**src/rtl/sr_pair_if.sv**
```systemverilog
// s/r pair bundle from the SR-from-D stage plus the monitor's status view.
// Master drives the pair and clear, slave reports the modelled latch.
interface sr_pair_if #(
  parameter int CNT_W = 8
);
  logic             s;
  logic             r;
  logic             clr_err;
  logic             q;
  logic             q_n;
  logic             q_valid;
  logic             err;
  logic             fault;
  logic [CNT_W-1:0] err_cnt;
  logic [CNT_W-1:0] chg_cnt;

  modport master (
    output s, r, clr_err,
    input  q, q_n, q_valid, err, fault,
    input  err_cnt, chg_cnt
  );

  modport slave (
    input  s, r, clr_err,
    output q, q_n, q_valid, err, fault,
    output err_cnt, chg_cnt
  );
endinterface

```
**src/rtl/sr_pair_monitor.sv**
```systemverilog
// Clocked SR latch model with pair classification, counters and FAULT FSM.
// Define SR_MON_COMPL_CHECK_EN to flag HOLD (00) in TRACK as a protocol error.
module sr_pair_monitor #(
  parameter int CNT_W       = 8,
  parameter int FAULT_LIMIT = 4
) (
  input logic    clk,
  input logic    rst_n,
  sr_pair_if.slave bus
);
  typedef enum logic [1:0] {
    UNINIT = 2'd0,
    TRACK  = 2'd1,
    FAULT  = 2'd2
  } state_t;

  localparam logic [CNT_W:0] LIM = (CNT_W+1)'(FAULT_LIMIT);

  state_t           state, state_nx;
  logic             q, q_nx;
  logic             qv, qv_nx;
  logic             err, err_nx;
  logic [CNT_W-1:0] ecnt, ecnt_nx;
  logic [CNT_W-1:0] chg, chg_nx;
  logic [CNT_W-1:0] run, run_nx;

  logic             is_set, is_rst, is_ill, is_hold;
  logic [CNT_W-1:0] ecnt_inc;
  logic [CNT_W-1:0] run_inc;
  logic             hit;

  assign is_set  = bus.s & ~bus.r;
  assign is_rst  = ~bus.s & bus.r;
  assign is_ill  = bus.s & bus.r;
  assign is_hold = ~bus.s & ~bus.r;

  assign ecnt_inc = (ecnt == '1) ? ecnt : ecnt + 1'b1;
  assign run_inc  = (run == '1) ? run : run + 1'b1;
  assign hit      = ({1'b0, run} + 1'b1) == LIM;

  always_comb begin
    state_nx = state;
    q_nx     = q;
    qv_nx    = qv;
    err_nx   = err;
    ecnt_nx  = ecnt;
    chg_nx   = chg;
    run_nx   = run;
    // clear wins over whatever pair arrives with it
    if (bus.clr_err) begin
      err_nx   = 1'b0;
      ecnt_nx  = '0;
      run_nx   = '0;
      qv_nx    = 1'b0;
      state_nx = UNINIT;
    end else begin
      unique case (state)
        UNINIT: begin
          qv_nx = 1'b0;
          if (is_set || is_rst) begin
            q_nx     = is_set;
            qv_nx    = 1'b1;
            run_nx   = '0;
            state_nx = TRACK;
          end else if (is_ill) begin
            err_nx  = 1'b1;
            ecnt_nx = ecnt_inc;
            run_nx  = run_inc;
            if (hit) state_nx = FAULT;
          end else if (is_hold) begin
`ifndef SR_MON_COMPL_CHECK_EN
            run_nx = '0;
`endif
          end
        end
        TRACK: begin
          if (is_set || is_rst) begin
            run_nx = '0;
            if (q != is_set) begin
              q_nx   = is_set;
              chg_nx = chg + 1'b1;
            end
          end else if (is_ill) begin
            err_nx  = 1'b1;
            ecnt_nx = ecnt_inc;
            run_nx  = run_inc;
            if (hit) begin
              state_nx = FAULT;
              qv_nx    = 1'b0;
            end
          end else if (is_hold) begin
`ifdef SR_MON_COMPL_CHECK_EN
            err_nx  = 1'b1;
            ecnt_nx = ecnt_inc;
`else
            run_nx = '0;
`endif
          end
        end
        FAULT: begin
          qv_nx = 1'b0;
          if (is_ill) begin
            err_nx  = 1'b1;
            ecnt_nx = ecnt_inc;
          end
        end
        default: state_nx = UNINIT;
      endcase
    end
  end

  always_ff @(posedge clk or negedge rst_n) begin
    if (!rst_n) begin
      state <= UNINIT;
      q     <= 1'b0;
      qv    <= 1'b0;
      err   <= 1'b0;
      ecnt  <= '0;
      chg   <= '0;
      run   <= '0;
    end else begin
      state <= state_nx;
      q     <= q_nx;
      qv    <= qv_nx;
      err   <= err_nx;
      ecnt  <= ecnt_nx;
      chg   <= chg_nx;
      run   <= run_nx;
    end
  end

  assign bus.q       = q;
  assign bus.q_n     = ~q;
  assign bus.q_valid = qv;
  assign bus.err     = err;
  assign bus.fault   = (state == FAULT);
  assign bus.err_cnt = ecnt;
  assign bus.chg_cnt = chg;
endmodule

```
**src/flat_wrapper.sv**
```systemverilog
// flat-port wrapper written by rule: the top's interface ports become plain ports
module sr_pair_monitor_flat 
#(
  parameter int CNT_W       = 8,
  parameter int FAULT_LIMIT = 4
)
  (clk, rst_n, bus_s, bus_r, bus_clr_err, bus_q, bus_q_n, bus_q_valid, bus_err, bus_fault, bus_err_cnt, bus_chg_cnt);
  sr_pair_if #(.CNT_W(CNT_W)) bus_i ();
  input logic clk;
  input logic rst_n;
  input wire logic [$bits(bus_i.s)-1:0] bus_s;
  input wire logic [$bits(bus_i.r)-1:0] bus_r;
  input wire logic [$bits(bus_i.clr_err)-1:0] bus_clr_err;
  output wire logic [$bits(bus_i.q)-1:0] bus_q;
  output wire logic [$bits(bus_i.q_n)-1:0] bus_q_n;
  output wire logic [$bits(bus_i.q_valid)-1:0] bus_q_valid;
  output wire logic [$bits(bus_i.err)-1:0] bus_err;
  output wire logic [$bits(bus_i.fault)-1:0] bus_fault;
  output wire logic [$bits(bus_i.err_cnt)-1:0] bus_err_cnt;
  output wire logic [$bits(bus_i.chg_cnt)-1:0] bus_chg_cnt;
  assign bus_i.s = bus_s;
  assign bus_i.r = bus_r;
  assign bus_i.clr_err = bus_clr_err;
  assign bus_q = bus_i.q;
  assign bus_q_n = bus_i.q_n;
  assign bus_q_valid = bus_i.q_valid;
  assign bus_err = bus_i.err;
  assign bus_fault = bus_i.fault;
  assign bus_err_cnt = bus_i.err_cnt;
  assign bus_chg_cnt = bus_i.chg_cnt;
  sr_pair_monitor #(.CNT_W(CNT_W), .FAULT_LIMIT(FAULT_LIMIT)) u_core (.clk(clk), .rst_n(rst_n), .bus(bus_i));
endmodule
```
**config.mk**
```make
export PLATFORM = sky130hd
export DESIGN_NAME = sr_pair_monitor_flat
export DESIGN_NICKNAME = d
export VERILOG_FILES = /design/src/rtl/sr_pair_if.sv /design/src/rtl/sr_pair_monitor.sv /design/src/flat_wrapper.sv
export SDC_FILE = /design/constraint.sdc
export NUM_CORES = 1
export LEC_CHECK = 0
export CAP_MARGIN = 20
export CORE_AREA = 3 3 63 76
export CTS_BUF_LIST = sky130_fd_sc_hd__clkbuf_4
export CTS_CLUSTER_SIZE = 40
export DETAILED_ROUTE_END_ITERATION = 10
export DIE_AREA = 0 0 66 79
export PLACE_DENSITY = 0.66
export SKIP_LAST_GASP = 1
export SLEW_MARGIN = 5
export SYNTH_ARGS = -nofsm -noshare
export SYNTH_HDL_FRONTEND = slang
export SYNTH_SLANG_ARGS = --single-unit
```
**constraint.sdc**
```tcl
create_clock -name clk -period 4.45 [get_ports clk]
set_input_delay 0.89 -clock clk [delete_from_list [all_inputs] [get_ports clk]]
set_output_delay 0.89 -clock clk [all_outputs]
set_load 0.1 [all_outputs]
```
==> results.tsv <==
stage	metric	value	unit
clocking	CTS tree	done	
yosys	synthesized area per cell	9.32	µm²
clocking	# resized after CTS	0	
grt	largest net degree at the start of global routing	30	
setup_path	R2R Path End	u_core.bus.err_cnt[0]	
floorplan	# rows	25	
routing	DR iter-0 viols	78	
yosys	register bit count reported by yosys	29	
routing	Routed WL per cell	13.9	µm
layout	sequential cell area	726	µm²
grt	global routing's busiest layer	met2	
sta	Worst-Margin Slew	0.978	ns
place	I/O Buffers	25	
sta	FMAX	316	MHz
layout	FILL cells	372	
layout	P&R area growth vs syn	16.7	%
yosys	largest area contributor in the netlist	dfrtp_1	
setup_path	worst reg-to-reg setup slack	2.34	ns
power_and_ir_drop	PD cells	325	mW/mm²
sta	pins over their slew limit	0	
place	GP Congestion	0.871	
grt	initial antenna violation count	0	
setup_path	startpoint types	flip-flop	
clocking	hold_buf cts	0	
floorplan	DIE AREA	0.00521	mm²
clocking	CTS max path bufs	2	
yosys	Most used DFF post-synth	dfrtp_1	
routing	drt total wl	3.80	mm
setup_path	Crit. End Element	primary output	
grt	met3 Use GR	4.24	%
routing	Vias/cell	5.66	
sta	final setup fails	0	
setup_path	FF-to-FF path depth	6	
hold_path	Hold Path End	u_core.bus.chg_cnt[7]	
clocking	CTS H-tree lvls	2	
routing	Final ANT Viol Nets	0	
setup_path	critical-path maximum fanout	6	
place	Placed Cells incl. Taps	265	
yosys	Yosys top cell area share	39.5	%
grt	global-route wire length before repair	6.54	mm
floorplan	core area	0.00404	mm²
setup_path	CP Data Required Time	3.56	ns
routing	via count	1545	
power_and_ir_drop	Static Leak	0.851	nW
layout	Non-Filler Instances	273	
yosys	Syn. warnings	0	
clocking	Sinks on Clock Net	29	
setup_path	WS Path Type	reg -> out	
floorplan	DIE HEIGHT	79	µm
power_and_ir_drop	Worst IR Drop VDD	0.160	mV
sta	RSZ-0062 raised after global routing	no	
floorplan	num ports	26	
sta	worst rel slew slack	34.6	%
layout	Multi-input gate area	1000	µm²
sta	Tcrit/Tclk final	71.2	%
hold_path	WHS Path Cells	1	
place	DP HPWL	2.73	mm
sta	total negative setup slack	0	ns
layout	most frequent cells in the layout	29 x dfrtp_1, 25 x clkdlybuf4s50_1, 15 x a21oi_1, 12 x nand3_1	
grt	met2 global-route usage	27.2	%
layout	final layout net count	232	
outcome	run status	complete, no violations	
clocking	Clk pin slew, worst setup/hold paths	0.10	ns
grt	met1 GRT Util	19.1	%
yosys	Syn Inst Count	197	
routing	DRC violations left	0	
hold_path	hold wc startpoint	u_core.bus.chg_cnt[7]	
clocking	Post-CTS Setup Inserts	0	
floorplan	Initial Util	45.5	%
routing	drt first pass iters	6	
clocking	Root Driver	clkbuf_4	
layout	most common cell after layout, fill and taps aside	dfrtp_1	
flow_run	Max Cap Violations	0	
setup_path	critical path data arrival time	2.28	ns
setup_path	reg2reg start	u_core.state[0]	
grt	vias in the first global route	1479	
clocking	Num CTS Buffers	5	
yosys	cells taking the most area after synthesis	dfrtp_1 40%, ha_1 6.1%, a21oi_1 4.1%	
sta	final hold violation count	0	
floorplan	Die X	66	µm
grt	total grt overflow	0	
layout	share of layout cells above drive strength 1	6.85	%
grt	GRT Util Overall	16.0	%
yosys	Seq/Total Area, Yosys	39.5	%
layout	n_diodes	0	
hold_path	HP Class	reg -> reg	
sta	clock skew	0.0117	ns
clocking	Skew-Pair Late Insertion Delay	0.32	ns
yosys	Async S/R FF share, synth	100	%
yosys	net count after synthesis	211	
sta	Final Critical Period	3.17	ns
yosys	Mapped Area	0.00184	mm²
yosys	Post-synth EDFFs	0	
yosys	post-synth cell types	48	
-- Yosys cell counts, types with 2 or more instances --
cell type	count
or3_1	4
clkbuf_1	5
buf_2	4
o211ai_1	2
o2111ai_1	2
dfrtp_1	29
xnor2_1	7
xor2_1	2
and4b_1	2
and4_1	2
a31oi_1	2
a211oi_1	2
o41ai_1	2
nor3_1	7
o22ai_1	3
nand3_1	12
inv_1	11
nor2b_1	2
nor2_1	11
o311ai_0	2
and3_1	8
a21oi_1	15
o31ai_1	4
o21a_1	2
o21ai_0	9
buf_6	2
nand4_1	4
or4_1	3
ha_1	9
mux2_2	2
nand2_1	9
-- kinds of logic (layout without fill, tap and decap cells) --
group	after synthesis	count (layout)	synth area share, %
flops	29	29	39.5
buf+inv	23	45	6.00
simple gates	72	72	23.3
xor+xnor	9	9	4.29
mux	3	3	1.77
compound gates	52	52	19.0
fa+ha+maj	9	9	6.14
-- metrics by stage --
stage / util (%) / total power [mW] / hold slack [ns] / worst slack [ns] / cell area, µm²
3_5_place_dp: 51.8 / 0.557 / 0.475 / 1.26 / 2090
6_report: 53.1 / 0.697 / 0.477 / 1.28 / 2140
3_3_place_gp: 51.8 / 0.553 / 0.462 / 1.36 / 2090
5_1_grt: 53.1 / 0.735 / 0.501 / 1.15 / 2140
2_1_floorplan: - / 0.499 / 0.553 / 1.94 / 1840
4_1_cts: 53.1 / 0.706 / 0.488 / 1.24 / 2140
-- layout make-up --
cell class / count / share of cell area [%]
Inverter: 11 / 1.93
Clock buffer: 5 / 1.75
Timing Repair Buffer: 26 / 12.0
Tap cell: 54 / 3.15
Multi-Input combinational cell: 145 / 46.7
Sequential cell: 29 / 33.9
Clock inverter: 3 / 0.584
-- power by group --
group / internal, mW / switching [mW] / leakage (nW) / total (mW)
combinational: 0.0635 / 0.188 / 0.423 / 0.251
clock: 0.0570 / 0.0893 / 0.0300 / 0.146
sequential: 0.280 / 0.0186 / 0.398 / 0.299
-- flip-flops by register name, indices dropped and copies added, names as in the netlist --
| register | flops |
|---|---|
| u_core.run | 8 |
| u_core.bus.q | 1 |
| u_core.bus.q_valid | 1 |
| u_core.bus.chg_cnt | 8 |
| u_core.bus.err_cnt | 8 |
| u_core.bus.err | 1 |
| u_core.state | 2 |
-- worst max-delay path, stage by stage (launching register included) --
cell and delay (ns):
dfrtp_1 0.40, inv_1 0.09, ha_1 0.29, clkdlybuf4s50_1 1.18
-- layer usage --
layer | up-vias | share of wire [%]
met1 | 741 | 45
met5 | - | 0
li1 | 780 | -
met4 | 0 | 0.76
met3 | 2 | 3.2
met2 | 22 | 51
-- worst max-delay path by stage --
stage / startpoint / to
global placement: bus_r / u_core.bus.err_cnt[5]
floorplan: u_core.bus.q / bus_q_n
finish: u_core.state[0] / bus_fault
global route: u_core.state[0] / bus_fault
CTS: u_core.state[0] / bus_fault
detailed placement: bus_r / u_core.bus.err_cnt[0]
(Power assumes the default switching activity.)
